==> config.mk <==
export PLATFORM = sky130hd
export DESIGN_NAME = frac_search_nway
export DESIGN_NICKNAME = d
export VERILOG_FILES = /design/src/rtl/frac_search_pkg.sv /design/src/rtl/frac_search_nway_row_sad.sv /design/src/rtl/frac_search_nway.sv
export SDC_FILE = /design/constraint.sdc
export NUM_CORES = 2
export LEC_CHECK = 0
export ABC_AREA = 1
export ABC_CLOCK_PERIOD_IN_PS = 3140
export CAP_MARGIN = 30
export CORE_MARGIN = 3
export CORE_UTILIZATION = 35
export DETAILED_ROUTE_END_ITERATION = 8
export GPL_ROUTABILITY_DRIVEN = 1
export GPL_TIMING_DRIVEN = 0
export PLACE_DENSITY_LB_ADDON = 0.05
export SYNTH_ARGS = -nofsm -noshare
export SYNTH_HDL_FRONTEND = slang
export SYNTH_SLANG_ARGS = --single-unit
==> constraint.sdc <==
create_clock -name clk -period 3.14 [get_ports clk]
set_clock_uncertainty 0.15 [all_clocks]
set_input_delay 0.942 -clock clk [delete_from_list [all_inputs] [get_ports clk]]
set_output_delay 0.942 -clock clk [all_outputs]
set_load 0.01 [all_outputs]
==> src/rtl/frac_search_pkg.sv <==
// Shared state encoding, default geometry and SAD width helper for the quarter-pel search engine.
package frac_search_pkg;

   localparam logic [1:0] IDLE = 2'd0;
   localparam logic [1:0] ACC  = 2'd1;
   localparam logic [1:0] CMP  = 2'd2;
   localparam logic [1:0] DONE = 2'd3;

   localparam int DEF_BLK   = 8;
   localparam int DEF_PIX_W = 8;
   localparam int DEF_NCAND = 6;

   // BLK*BLK samples of PIX_W bits each can never carry past this width.
   function automatic int sad_width(input int blk, input int pix_w);
      return pix_w + 2 * $clog2(blk);
   endfunction

endpackage

==> src/rtl/frac_search_nway_row_sad.sv <==
// Combinational sum of |a-b| over one row, reduced through a balanced adder tree.
// Zero latency, no flow control: the result follows the inputs.
module row_sad #(
   parameter int BLK   = 8,
   parameter int PIX_W = 8,
   parameter int RW    = PIX_W + $clog2(BLK)
) (
   input  logic [BLK*PIX_W-1:0] i_a,
   input  logic [BLK*PIX_W-1:0] i_b,
   output logic [RW-1:0]        o_sad
);

   // Heap layout: node n sums children 2n+1 and 2n+2; leaves occupy BLK-1 .. 2*BLK-2.
   logic [RW-1:0] w_node [2*BLK-1];

   for (genvar p = 0; p < BLK; p++) begin : g_leaf
      logic [PIX_W-1:0] w_a;
      logic [PIX_W-1:0] w_b;
      logic [PIX_W-1:0] w_d;
      assign w_a = i_a[p*PIX_W +: PIX_W];
      assign w_b = i_b[p*PIX_W +: PIX_W];
      assign w_d = (w_a > w_b) ? (w_a - w_b) : (w_b - w_a);
      assign w_node[BLK-1+p] = RW'(w_d);
   end

   for (genvar n = 0; n < BLK-1; n++) begin : g_tree
      assign w_node[n] = w_node[2*n+1] + w_node[2*n+2];
   end

   assign o_sad = w_node[0];

endmodule

==> src/rtl/frac_search_nway.sv <==
// Quarter-pel SAD search: accumulates BLK rows for NCAND candidates, then picks the minimum one per cycle.
// Result appears NCAND cycles after the last row; in_ready drops during compare/result, result held until out_ready.
module frac_search_nway
   import frac_search_pkg::*;
#(
   parameter int BLK   = DEF_BLK,
   parameter int PIX_W = DEF_PIX_W,
   parameter int NCAND = DEF_NCAND,
   parameter int IDX_W = $clog2(NCAND),
   parameter int SAD_W = sad_width(BLK, PIX_W)
) (
   input  logic                     clk,
   input  logic                     reset,
   input  logic                     in_valid,
   output logic                     in_ready,
   input  logic [BLK*PIX_W-1:0]     cur_row,
   input  logic [NCAND*BLK*PIX_W-1:0] cand_rows,
   output logic                     out_valid,
   input  logic                     out_ready,
   output logic [IDX_W-1:0]         best_idx,
   output logic [SAD_W-1:0]         best_sad,
   output logic [NCAND*SAD_W-1:0]   all_sad
);

   localparam int RW    = PIX_W + $clog2(BLK);
   localparam int CNT_W = $clog2(BLK);

   logic [1:0]       r_state;
   logic [CNT_W-1:0] r_row_cnt;
   logic [IDX_W-1:0] r_cmp_idx;
   logic [IDX_W-1:0] r_best_idx;
   logic [SAD_W-1:0] r_best_sad;
   logic [SAD_W-1:0] r_acc [NCAND];
   logic [RW-1:0]    w_rowsad [NCAND];
   logic             w_xfer;

   for (genvar c = 0; c < NCAND; c++) begin : g_cand
      row_sad #(.BLK(BLK), .PIX_W(PIX_W), .RW(RW)) u_row_sad (
         .i_a   (cur_row),
         .i_b   (cand_rows[c*BLK*PIX_W +: BLK*PIX_W]),
         .o_sad (w_rowsad[c])
      );
      assign all_sad[c*SAD_W +: SAD_W] = r_acc[c];
   end

   // Gated by reset so the producer never sees ready while the engine is held in reset.
   assign in_ready  = reset && ((r_state == IDLE) || (r_state == ACC));
   assign out_valid = (r_state == DONE);
   assign best_idx  = r_best_idx;
   assign best_sad  = r_best_sad;
   assign w_xfer    = in_valid && in_ready;

   always_ff @(posedge clk or negedge reset) begin
      if (!reset) begin
         r_state    <= IDLE;
         r_row_cnt  <= '0;
         r_cmp_idx  <= '0;
         r_best_idx <= '0;
         r_best_sad <= '0;
         for (int c = 0; c < NCAND; c++) r_acc[c] <= '0;
      end else begin
         case (r_state)
            IDLE: if (w_xfer) begin
               for (int c = 0; c < NCAND; c++) r_acc[c] <= SAD_W'(w_rowsad[c]);
               r_row_cnt <= CNT_W'(1);
               r_state   <= ACC;
            end
            ACC: if (w_xfer) begin
               for (int c = 0; c < NCAND; c++) r_acc[c] <= r_acc[c] + SAD_W'(w_rowsad[c]);
               if (r_row_cnt == CNT_W'(BLK-1)) begin
                  r_row_cnt <= '0;
                  r_cmp_idx <= '0;
                  r_state   <= CMP;
               end else begin
                  r_row_cnt <= r_row_cnt + 1'b1;
               end
            end
            CMP: begin
               // Strict less-than keeps the lowest index on ties.
               if ((r_cmp_idx == '0) || (r_acc[r_cmp_idx] < r_best_sad)) begin
                  r_best_sad <= r_acc[r_cmp_idx];
                  r_best_idx <= r_cmp_idx;
               end
               if (r_cmp_idx == IDX_W'(NCAND-1)) r_state <= DONE;
               else r_cmp_idx <= r_cmp_idx + 1'b1;
            end
            DONE: if (out_ready) r_state <= IDLE;
            default: r_state <= IDLE;
         endcase
      end
   end

endmodule
; Word level (Yosys, flattened, before mapping)
; Cells that the tools add are included.
[word_totals]
reg_bits = 109
in_bits = 452
output_inout_bits = 103
elab_cells = 299
[op_classes]
addsub = 146
n_lt_le_gt_ge = 50
eq_ne = 11
mux = 68
bitwise_logic = 1
n_reduce_logical = 12
[op_table]
columns = cell, n
row1 = 8-bit subtractor, 96
row2 = 8-bit > comparator, 48
row3 = 8-bit two-way mux, 48
row4 = 8-bit by 8-bit adder with 9-bit output, 24
row5 = 84-bit two-way mux, 2
row6 = 84-bit case mux with 2 select lines, 1
row7 = 9-bit by 9-bit adder with 10-bit output, 12
row8 = 14-bit by 11-bit adder with 14-bit output, 6
row9 = 10-bit by 10-bit adder with 11-bit output, 6
row10 = 14-bit binary-select mux with 3-bit select, 1
row11 = 14-bit two-way mux, 2
row12 = 3-bit two-way mux, 6
row13 = 14-bit < comparator, 1
row14 = 3-bit case mux with 2 select lines, 2
row15 = 2-bit two-way mux, 5
row16 = "2-bit inequality test, second input constant", 4
row17 = 2-bit case mux with 4 select lines, 1
row18 = "3-bit by 1-bit adder with 3-bit output, second input constant", 2
row19 = "3-bit == test, second input constant", 2
row20 = 5-bit AND reduction, 1
row21 = "2-bit == test, second input constant", 2
row22 = "4-bit >= comparator, second input constant", 1
row23 = "2-bit by 1-bit inequality test with 1-bit output, second input constant", 2
row24 = 3-bit inverter with 4-bit output, 1
row25 = 9 further kinds, 12

; Logic depth before layout (Yosys ltp)
[depth]
depth_word = 8
mapped_depth = 41
ltp_nobuf = 41

; Modules after synthesis
; A second synthesis with hierarchy kept.
[hier_totals]
hier_cells = 10169
hier_area_um2 = 60685.7
[modules_own_cells]
columns = mod, n_inst, cells_each, area_per_inst_um2, seq_area_each_um2
row1 = row_sad at g_cand[2].u_row_sad, 1, 1555, 8837.2, 0.0
row2 = row_sad at g_cand[4].u_row_sad, 1, 1497, 8713.4, 0.0
row3 = frac_search_nway, 1, 1179, 8697.1, 2727.6
row4 = row_sad at g_cand[0].u_row_sad, 1, 1497, 8632.0, 0.0
row5 = row_sad at g_cand[3].u_row_sad, 1, 1493, 8627.0, 0.0
row6 = row_sad at g_cand[5].u_row_sad, 1, 1465, 8593.2, 0.0
row7 = row_sad at g_cand[1].u_row_sad, 1, 1483, 8585.7, 0.0

; Worst setup path before layout
; Ideal clock, no wire load.
[synth_path]
path_kind = input to register
from = input cur_row[40]
to = register r_acc, in the netlist all_sad[54]
setup_time_ns = 0.133
t_arrival_ns = 6.970
required_ns = 2.857
path_slack_ns = -4.113
cell_stages = 35
path_buffers = 1
path_cell_list = inv_1 > ha_1 > inv_1 > fa_1 > inv_1 > o21ai_1 > nand2_1 > nand2_1 > nand3_1 > nand2_1 > o41ai_1 > buf_2 > mux2_2 > fa_1 > fa_1 > fa_1 > inv_1 > fa_1 > inv_1 > ha_1 > a21oi_1 > nand2_1 > nand2_1 > nand2_1 > a21oi_1 > nor2_1 > o21ai_0 > nand2_1 > ha_1 > inv_1 > nor3_1 > nand3_1 > nand4_1 > xor2_1 > o31ai_1
[synth_via]
elab_chain_len = 8
word_cells_on_any_way = 10
classes_between = add/sub: 6 / order compare: 1 / mux: 3
[synth_lines]
columns = item, line
row1 = from (decl), frac_search_nway.sv:16  ; input logic [BLK*PIX_W-1:0] cur_row,
row2 = 8-bit subtractor / 8-bit > comparator (equally long branches), frac_search_nway_row_sad.sv:22  ; assign w_d = (w_a > w_b) ? (w_a - w_b) : (w_b - w_a);
row3 = 8-bit two-way mux (*), frac_search_nway_row_sad.sv:22
row4 = 8-bit by 8-bit adder with 9-bit output (*), frac_search_nway_row_sad.sv:27  ; assign w_node[n] = w_node[2*n+1] + w_node[2*n+2];
row5 = 9-bit by 9-bit adder with 10-bit output (*), frac_search_nway_row_sad.sv:27
row6 = 10-bit by 10-bit adder with 11-bit output (*), frac_search_nway_row_sad.sv:27
row7 = 14-bit by 11-bit adder with 14-bit output (*), frac_search_nway.sv:69  ; for (int c = 0; c < NCAND; c++) r_acc[c] <= r_acc[c] + SAD_W'(w_rowsad[c]);
row8 = 84-bit two-way mux (*), frac_search_nway.sv:68  ; ACC: if (w_xfer) begin
row9 = 84-bit case mux with 2 select lines (*), frac_search_nway.sv:62  ; case (r_state)
row10 = to (decl), frac_search_nway.sv:33  ; logic [SAD_W-1:0] r_acc [NCAND];
; Mark *: on every way between the ends. The rest lies on a longest branch, timed or not. The select of a mux whose other input is x is not followed.
; A chain may end at the register's enable or synchronous reset.

; Worst setup path after layout
[layout_path]
from = input cur_row[19]
to = register r_acc, in the netlist all_sad[82]
; Same word-level chain as after synthesis.

==> flow_summary.json <==
{
  "syn_area_per_cell_sq_um": 7.15,
  "ys.flop_type": "dfrtp_1",
  "vias": 51000,
  "antenna_found_initial": 19,
  "cpPeakStageDelay_ps": 580,
  "maxSlewHeadroom_pct": 33.0,
  "via_per_inst": 5.14,
  "rsz0062_at_grt": "yes",
  "endpoint": "all_sad[82]",
  "synth_area_leaders": "ha_1, fa_1, inv_1",
  "ys_seq_area_share_pct": 5.50,
  "die_x_microns": 382,
  "num-nets-final": 9760,
  "clk_latency_ps": 400,
  "synth_edf_count": 0,
  "netlist.area_leader.share_pct": 22.2,
  "wl_per_cell_microns": 23.5,
  "first_pass_iters": 6,
  "drv_slew": 0,
  "critPathSlowestCell": "fa_2",
  "htreeDepth": 3,
  "hold_viol_final": 0,
  "critPathKind": "in2reg",
  "fin_ws_ps": -4370,
  "clkTransAtPathRegs_ps": 90,
  "synth_most_common_cell": "inv_1",
  "final_layout_size_suffix_gt1_share_pct": 25.8,
  "startpoint": "cur_row[19]",
  "netlist_instances": 6934,
  "dieArea_sq_um": 146000,
  "endpoint_kind": "flip-flop",
  "initial_core_util_pct": 35.4,
  "synthTopCellsByCount": "inv_1, nand2_1, ha_1, a21oi_1, o21ai_0",
  "cp_max_fo": 5,
  "row_count": 137,
  "place_congestion": 0.980,
  "fin_util_pct": 50.1,
  "r2r_cells": 16,
  "cts_tree": "built",
  "cts_sinks": 109,
  "drtIter0Drc": 3465,
  "setup_viol": 83,
  "cts-root-buf": "clkbuf_16",
  "violations": "setup timing",
  "drv_cap": 0,
  "ys_ff_latch": 109,
  "grtUsageTotal_pct": 30.6,
  "reg2reg_from": "r_cmp_idx[0]",
  "syn_nets": 8651,
  "cp.arrival_ps": 7640,
  "synth_area_sq_um": 49600,
  "grt_pass1_vias": 50400,
  "io_pins": 555,
  "period_share_pct": 239,
  "fin_area_sq_um": 70200,
  "start_kind": "input port",
  "grt_start_max_net_pins": 82,
  "area_delta_synth_final_pct": 41.5,
  "grt_pass1_wl_microns": 332000,
  "tns_ps": -293890,
  "rr_endpoint": "best_sad[8]",
  "hp-class": "in2async",
  "r2r_slack_ps": 0,
  "fin_crit_ps": 7510,
  "portBuffers": 554,
  "drc": 0,
  "numCtsBuffers": 9,
  "status": "finished, violations left",
  "whs_ps": 218,
  "die_y_microns": 382,
  "routed_wl_microns": 233000,
  "clk_path_buf_depth": 2,
  "critPathRequiredTime_ps": 3270,
  "hpwl_microns": 196000,
  "worstMarginPinSlew_ps": 1010,
  "yosys.cell_types.count": 63,
  "place_area_sq_um": 58900,
  "synth_area_leader_cell": "ha_1",
  "overflow": 0,
  "core_sq_um": 140000,
  "postRouteAntennaNets": 0,
  "synthArstFlopShare_pct": 100,
  "ys_warn_count": 0,
  "timing.fmax_mhz": 133
}
[cell families after synthesis]
| logic type | synth area share [%] |
|---|---|
| XOR/XNOR | 8.32 |
| flip-flops | 5.50 |
| AND/OR/NAND/NOR | 14.6 |
| multiplexers | 2.96 |
| buffers and inverters | 13.4 |
| AO/OA/AOI/OAI | 17.5 |
| adder cells (fa/ha/maj) | 37.7 |
[per-stage QoR]
step | worst slack, ps | instances
3_3_place_gp | -6800 | 9364
2_1_floorplan | -3710 | 6934
3_5_place_dp | -6900 | 9370
4_1_cts | -4300 | 9776
6_report | -4370 | 9933
5_1_grt | -4590 | 9925
[cell usage in the layout, fill, tap and decap left out, types with 36 or more instances in the layout]
master,instances
a21oi_1,534
a21o_1,53
nand2_4,53
o21ai_1,104
fa_2,111
nand2_1,998
dfrtp_1,109
dlygate4sd2_1,105
ha_4,187
mux2_2,71
xor2_2,37
nand3_1,174
buf_2,37
clkdlybuf4s50_1,343
xor2_1,312
o21ai_0,262
inv_1,1350
nand3_2,36
xnor2_1,78
nor2_1,156
dlymetal6s2s_1,38
clkinvlp_4,60
nand2_2,124
ha_1,651
o211ai_1,45
o21ai_2,86
buf_12,54
buf_6,113
inv_2,136
nand4_1,76
fa_1,273
ha_2,43
buf_4,483
o221ai_1,106
a21oi_2,77
[state kept, by name, summed over array words and instances (netlist names)]
signal     count
r_cmp_idx      3
best_sad      14
r_state        2
r_row_cnt      3
all_sad       84
best_idx       3
[timing repair]
item,4_1_cts,5_1_grt
gates resized for setup,1436,678
setup buffers,409,153
hold buffers,0,0
pin swaps,396,367
endpoints found under the setup margin,102,102
cloned,9,1
[final cells by class]
cell class                      instances  area, sq um
Multi-Input combinational cell       5107        46900
Clock buffer                            9          225
Inverter                             1563         6140
Fill cell                           13900        69900
Buffer                                135         1010
Clock inverter                          7         60.1
Sequential cell                       109         2730
Timing Repair Buffer                 1118        10700
Antenna cell                            9         22.5
Tap cell                             1876         2350
[critical path: cells and delay by family]
kind                     cells  cell delay (ps)
adder cells (fa/ha/maj)      7             2960
AO/OA/AOI/OAI                8             1060
buffers and inverters        8              950
AND/OR/NAND/NOR              8              900
XOR/XNOR                     3              810
[how the worst min path moves through the flow]
| stage | from | endpoint | slack [ps] | depth (start not counted) |
|---|---|---|---|---|
| final | reset | best_sad[10] | 220 | 1 |
| after global routing | reset | best_sad[10] | 210 | 1 |
| after CTS | reset | best_sad[10] | 260 | 1 |
| after detailed placement | best_idx[0] | best_idx[0] | 310 | 2 |
| after global placement | best_idx[0] | best_idx[0] | 310 | 2 |
| after floorplan | r_row_cnt[1] | r_row_cnt[1] | 330 | 1 |
[layer usage]
layer  global-route usage [%]  vias to the layer above  share of wire, %
li1                         -                    24500                 -
met2                     52.1                     1498                47
met4                     7.85                        6               3.2
met3                     2.10                      253               4.8
met5                        0                        -             0.016
met1                     41.8                    24800                45
Power is not shown: default switching activity piles up to over one toggle a cycle in this logic, so the estimate is an artifact.
